`config.mk`:
```
export PLATFORM = sky130hd
export DESIGN_NAME = uart_mmio
export DESIGN_NICKNAME = d
export VERILOG_FILES = /design/src/rtl/uart_mmio.sv
export SDC_FILE = /design/constraint.sdc
export NUM_CORES = 1
export LEC_CHECK = 0
export ABC_CLOCK_PERIOD_IN_PS = 5000
export CAP_MARGIN = 30
export CORE_MARGIN = 3
export CORE_UTILIZATION = 60
export DETAILED_ROUTE_END_ITERATION = 10
export HOLD_SLACK_MARGIN = 0.12
export MAX_ROUTING_LAYER = met4
export PLACE_DENSITY = 0.92
export SLEW_MARGIN = 20
export SYNTH_ARGS = -nofsm -noshare
export SYNTH_HDL_FRONTEND = slang
export SYNTH_SLANG_ARGS = --single-unit
```
`constraint.sdc`:
```
create_clock -name CLK -period 5 [get_ports CLK]
set_input_delay 1 -clock CLK [delete_from_list [all_inputs] [get_ports CLK]]
set_output_delay 1 -clock CLK [all_outputs]
set_load 0.02 [all_outputs]
```
`src/rtl/uart_mmio.sv`:
```
// uart_mmio: memory-mapped 8N1 UART. The CPU writes bytes to transmit on TXD
// and polls status/data registers to drain a small receive FIFO fed from RXD.
// Bit timing is a per-direction down-counter that reloads on terminal count.
//
// state   | meaning (shared encoding for TX and RX machines)
// S_IDLE  | line idle, waiting for CPU write (TX) or falling edge (RX)
// S_START | start bit in progress (RX: waiting for mid-bit check)
// S_DATA  | eight data bits, LSB first
// S_STOP  | stop bit in progress
module uart_mmio #(
    parameter int          CLK_FREQ  = 60000000,
    parameter int          BAUD      = 9600,
    parameter int          RX_DEPTH  = 8,
    parameter logic [31:0] DATA_ADDR = 32'hBFD003F8,
    parameter logic [31:0] STAT_ADDR = 32'hBFD003FC
) (
    input  logic        CLK,
    input  logic        RST_N,
    input  logic        CE,
    input  logic        WE,
    input  logic [31:0] ADDR,
    input  logic [7:0]  WDATA,
    output logic [31:0] RDATA,
    input  logic        RXD,
    output logic        TXD
);
    localparam int DIV = CLK_FREQ / BAUD;
    localparam int CW  = $clog2(DIV);
    localparam int PW  = $clog2(RX_DEPTH);
    localparam logic [CW-1:0] DIV_M1  = CW'(DIV - 1);
    localparam logic [CW-1:0] HALF_M1 = CW'(DIV / 2 - 1);

    typedef enum logic [1:0] {S_IDLE, S_START, S_DATA, S_STOP} state_t;

    // bus decode
    logic data_rd, stat_rd, data_wr;
    assign data_rd = CE & ~WE & (ADDR == DATA_ADDR);
    assign stat_rd = CE & ~WE & (ADDR == STAT_ADDR);
    assign data_wr = CE &  WE & (ADDR == DATA_ADDR);

    // ---------------- transmitter ----------------
    state_t        tx_state, tx_next;
    logic [CW-1:0] tx_cnt;
    logic [2:0]    tx_bit;
    logic [7:0]    tx_shift;
    logic          tx_tc, tx_start, tx_idle;

    assign tx_tc    = (tx_cnt == '0);
    assign tx_idle  = (tx_state == S_IDLE);
    assign tx_start = data_wr & tx_idle;

    // TX state register
    always_ff @(posedge CLK or negedge RST_N) begin
        if (!RST_N) tx_state <= S_IDLE;
        else        tx_state <= tx_next;
    end

    // TX next-state logic
    always_comb begin
        tx_next = tx_state;
        case (tx_state)
            S_IDLE:  if (tx_start) tx_next = S_START;
            S_START: if (tx_tc) tx_next = S_DATA;
            S_DATA:  if (tx_tc && tx_bit == 3'd7) tx_next = S_STOP;
            S_STOP:  if (tx_tc) tx_next = S_IDLE;
            default: tx_next = S_IDLE;
        endcase
    end

    // TX bit timer, bit index and shift register
    always_ff @(posedge CLK or negedge RST_N) begin
        if (!RST_N) begin
            tx_cnt   <= '0;
            tx_bit   <= '0;
            tx_shift <= '0;
        end else if (tx_start) begin
            tx_shift <= WDATA;
            tx_cnt   <= DIV_M1;
            tx_bit   <= '0;
        end else if (!tx_idle) begin
            if (tx_tc) begin
                tx_cnt <= DIV_M1;
                if (tx_state == S_DATA) begin
                    tx_shift <= {1'b0, tx_shift[7:1]};
                    tx_bit   <= tx_bit + 3'd1;
                end
            end else begin
                tx_cnt <= tx_cnt - CW'(1);
            end
        end
    end

    // registered line driver; idles high and is forced high by reset
    always_ff @(posedge CLK or negedge RST_N) begin
        if (!RST_N) TXD <= 1'b1;
        else begin
            case (tx_state)
                S_START: TXD <= 1'b0;
                S_DATA:  TXD <= tx_shift[0];
                default: TXD <= 1'b1;
            endcase
        end
    end

    // ---------------- receiver ----------------
    logic          rxd_s1, rxd_s2, rxd_prev, rx_fall;
    state_t        rx_state, rx_next;
    logic [CW-1:0] rx_cnt;
    logic [2:0]    rx_bit;
    logic [7:0]    rx_shift;
    logic          rx_tc, push_req;

    // synchroniser plus one delay flop for edge detection; all idle high
    always_ff @(posedge CLK or negedge RST_N) begin
        if (!RST_N) begin
            rxd_s1   <= 1'b1;
            rxd_s2   <= 1'b1;
            rxd_prev <= 1'b1;
        end else begin
            rxd_s1   <= RXD;
            rxd_s2   <= rxd_s1;
            rxd_prev <= rxd_s2;
        end
    end

    assign rx_fall  = rxd_prev & ~rxd_s2;
    assign rx_tc    = (rx_cnt == '0);
    assign push_req = (rx_state == S_STOP) & rx_tc & rxd_s2;

    // RX state register
    always_ff @(posedge CLK or negedge RST_N) begin
        if (!RST_N) rx_state <= S_IDLE;
        else        rx_state <= rx_next;
    end

    // RX next-state logic; a high mid-start sample is a glitch
    always_comb begin
        rx_next = rx_state;
        case (rx_state)
            S_IDLE:  if (rx_fall) rx_next = S_START;
            S_START: if (rx_tc) rx_next = rxd_s2 ? S_IDLE : S_DATA;
            S_DATA:  if (rx_tc && rx_bit == 3'd7) rx_next = S_STOP;
            S_STOP:  if (rx_tc) rx_next = S_IDLE;
            default: rx_next = S_IDLE;
        endcase
    end

    // RX bit timer (half period to mid-start, then full periods) and shifter
    always_ff @(posedge CLK or negedge RST_N) begin
        if (!RST_N) begin
            rx_cnt   <= '0;
            rx_bit   <= '0;
            rx_shift <= '0;
        end else if (rx_state == S_IDLE) begin
            rx_bit <= '0;
            if (rx_fall) rx_cnt <= HALF_M1;
        end else if (rx_tc) begin
            rx_cnt <= DIV_M1;
            if (rx_state == S_DATA) begin
                rx_shift <= {rxd_s2, rx_shift[7:1]};
                rx_bit   <= rx_bit + 3'd1;
            end
        end else begin
            rx_cnt <= rx_cnt - CW'(1);
        end
    end

    // ---------------- receive FIFO ----------------
    logic [7:0]  fifo_mem [RX_DEPTH];
    logic [PW:0] wr_ptr, rd_ptr;
    logic        empty, full, pop, push, overrun, ovr_set;

    assign empty = (wr_ptr == rd_ptr);
    assign full  = (wr_ptr[PW] != rd_ptr[PW]) && (wr_ptr[PW-1:0] == rd_ptr[PW-1:0]);
    assign pop   = data_rd & ~empty;
    // a pop in the same cycle frees the slot, so a push into a full FIFO survives
    assign push    = push_req & (~full | pop);
    assign ovr_set = push_req & full & ~pop;

    // FIFO pointers
    always_ff @(posedge CLK or negedge RST_N) begin
        if (!RST_N) begin
            wr_ptr <= '0;
            rd_ptr <= '0;
        end else begin
            if (push) wr_ptr <= wr_ptr + 1'b1;
            if (pop)  rd_ptr <= rd_ptr + 1'b1;
        end
    end

    // FIFO storage; contents are don't-care while empty
    always_ff @(posedge CLK) begin
        if (push) fifo_mem[wr_ptr[PW-1:0]] <= rx_shift;
    end

    // sticky overrun; a fresh overrun wins over the status-read clear
    always_ff @(posedge CLK or negedge RST_N) begin
        if (!RST_N)       overrun <= 1'b0;
        else if (ovr_set) overrun <= 1'b1;
        else if (stat_rd) overrun <= 1'b0;
    end

    // combinational read mux
    always_comb begin
        RDATA = '0;
        if (ADDR == DATA_ADDR) begin
            if (!empty) RDATA = {24'b0, fifo_mem[rd_ptr[PW-1:0]]};
        end else if (ADDR == STAT_ADDR) begin
            RDATA = {29'b0, overrun, ~empty, tx_idle};
        end
    end
endmodule

```
==> results.toml <==
[floorplanning]
start_util_pct = 62.8
rows = 36
die_width_um = 108
io_pins = 78
core-area_sq_mm = 0.00991
die-area_sq_mm = 0.0116
die_h_um = 108

[grt]
first_global_vias = 4413
grt_max_degree = 66
grt_use_total_pct = 25.9
grt-ovfl-total = 0
grt_first_pass_wirelength_mm = 22.4
antenna_found_initial = 0

[sta]
fin_crit_sh_pct = 94.5
rsz0062_at_grt = "false"
tns_ns = 0
skew_ns = 0.00848
timing.fmax_mhz = 212
tightest_slew_ns = 0.996
slew_violations = 0
hold_violations = 0
finalSetupViolCount = 0
slew_headroom_pct = 32.8
holdWs_ns = 0.356
fin_crit_ns = 4.72

[cts]
holdBufCountCts = 0
cts_tree = "built"
cts.sinks = 129
clkLatencyLatePin_ns = 0.52
post_cts_buffers = 0
cts_resized = 0
clockBufferDepth = 2
cts-htree-levels = 4
clk_pin_slew_ns = 0.06
cts-root-buf = "clkbuf_8"
numCtsBuffers = 17

[cells_and_area]
fin_util_pct = 74.4
drive_gt1_share_pct = 16.2
diodes = 0
fillers = 542
area_growth_pct = 18.3
layout.nets = 615

[drt]
vias = 4349
viasPerCell = 6.20
drtPass1Iterations = 5
antenna_left = 0
drt_iter0_drc = 346
wl_mm = 13.7
drcViolationCount = 0
wl_per_cell_um = 19.6

[synth]
ys_ff_latch = 129
synth_top_family_by_area = "simple AND/OR/NAND/NOR gates"
synth_edf_count = 64
synthMuxAreaShare_pct = 10.2
synth_compound_area_share_pct = 9.83
synth_area_leaders = "edfxtp_1, dfrtp_1, mux4_2"
synthAdderAreaFrac_pct = 2.81
synth_xor_area_share_pct = 1.55
netlist_area_sq_mm = 0.00623
synth_most_common_cell = "edfxtp_1"
async_reset_ff_share_pct = 50.4
ys_seq_area_share_pct = 57.1
synthTopCellsByCount = "edfxtp_1, dfrtp_1, nand2_1"
yosys_warnings = 0
synth_top_area_cell = "edfxtp_1"
synthFlopType = "edfxtp_1"
synth_top_area_share_pct = 30.9
synth.distinct_cells = 67
syn_inst = 491
synth_area_per_cell_sq_um = 12.7
yosys.area_share.simple_pct = 13.3

[hold_path]
worstHoldPathType = "reg2reg"
hold_start = "rxd_s1$_DFF_PN1_"

[setup_path]
critPathArrivalTime_ns = 3.72
critPathCaptureType = "output port"
critPathLaunch = "ADDR[19]"
critPathMaxStageDelay_ns = 0.64
critPathBufInv = 2
crit_path_frequent_cell = "clkdlybuf4s50_1"
critPathMaxFanout = 5
crit_chain = "clkdlybuf4s50_1 > or4b_4 > nor4_1 > nand2_1 > or3_1 > nor2_1 > clkdlybuf4s50_1"
path_class = "in2out"
path_delay_family = "simple AND/OR/NAND/NOR gates"
critPathLaunchType = "primary input"
r2r_start = "rx_cnt[0]$_DFFE_PN0N_"
crit_slowest_cell = "clkdlybuf4s50_1"
cp.required_ns = 4.00

[run_status]
status = "finished clean"

[pwr]
irDropWorstVdd_mv = 0.250
powerDensity_mw_per_mm2 = 348
p_leak_uw = 0.00280

[flow_run]
maxCapViolations = 0

[placement]
gp_congestion = 0.855
dpl.hpwl_mm = 8.61
port-buffer-count = 53
sequential cells by signal, summed over array words and instances, names as in the netlist, named ones only:
register,flops
rxd_prev,1
rx_bit,3
wr_ptr,4
fifo_mem,64
rx_cnt,13
rx_state,1
rd_ptr,4
TXD,1
tx_bit,3
overrun,1
tx_cnt,13
tx_state,2
rxd_s2,1
rxd_s1,1
rx_shift,8
tx_shift,8
where the power goes:
group,switching (uW),total (uW),internal (uW)
clock network,429,1100,668
registers,64.3,1220,1160
logic,140,243,103
total,634,2560,1930
cell usage in the layout, fill, tap and decap left out, types with 10 or more instances in the layout:
cell,instances
dfrtp_1,61
xnor2_1,10
inv_1,13
o21ai_0,30
ha_1,14
nor2_1,30
edfxtp_1,64
clkbuf_16,16
nor4_1,13
clkdlybuf4s50_1,52
a21oi_1,15
buf_4,13
conb_1,24
nand2_1,34
mux4_2,16
nor3_1,19
mux2_2,13
worst paths after layout:
kind / slack [ns] / endpoint / depth (start not counted)
min reg2reg: 0.36 / rxd_s2$_DFF_PN1_ / 0
min: 0.36 / rxd_s2$_DFF_PN1_ / 0
max: 0.28 / RDATA[6] / 7
min in group asynchronous: 0.65 / rx_shift[2]$_DFFE_PN0P_ / 2
max in group asynchronous: 3.79 / rx_cnt[12]$_DFFE_PN0N_ / 2
max reg2reg: 1.63 / fifo_mem[5][4]$_DFFE_PP_ / 8
routing by layer:
layer | track usage, % | wire (um) | up-vias
met1 | 31.7 | 5270 | 2148
li1 | - | - | 1934
met4 | 8.66 | 274 | 0
met2 | 42.5 | 6970 | 234
met5 | - | 0 | -
met3 | 6.60 | 1230 | 33
cell type report:
| cell class | instances | area (sq um) | area share (%) |
|---|---|---|---|
| inverters | 13 | 48.8 | 0.662 |
| repair buffers | 67 | 628 | 8.52 |
| flip-flops and latches | 129 | 3550 | 48.2 |
| well taps | 133 | 166 | 2.26 |
| clock buffers | 22 | 443 | 6.01 |
| clock inverters | 10 | 90.1 | 1.22 |
| multi-input cells | 328 | 2440 | 33.1 |
cells by family after synthesis:
kind of cell / count (synthesis)
fa+ha+maj: 14
buf+inv: 57
flops: 129
simple gates: 148
xor+xnor: 11
other cells: 1
mux: 41
compound gates: 90
through the flow:
| stage | total power [uW] | area (sq um) | worst slack [ns] | instances |
|---|---|---|---|---|
| floorplan | 1400 | 6310 | 1.08 | 514 |
| finish | 2560 | 7370 | 0.277 | 702 |
| global route | 2670 | 7370 | 0.211 | 702 |
| global placement | 1450 | 6830 | 0.364 | 669 |
| detailed placement | 1470 | 6830 | 0.272 | 669 |
| CTS | 2560 | 7360 | 0.277 | 701 |
worst register-to-register path, delay by kind of cell, from the launching register on:
family / cells / cell delay, ns
AOI/OAI and AO/OA: 1 / 0.22
and+or+nand+nor: 4 / 1.90
buffers and inverters: 2 / 0.36
DFF: 1 / 0.40
adders and majority gates: 1 / 0.19
Note: power is estimated with default switching activity, not from simulation.
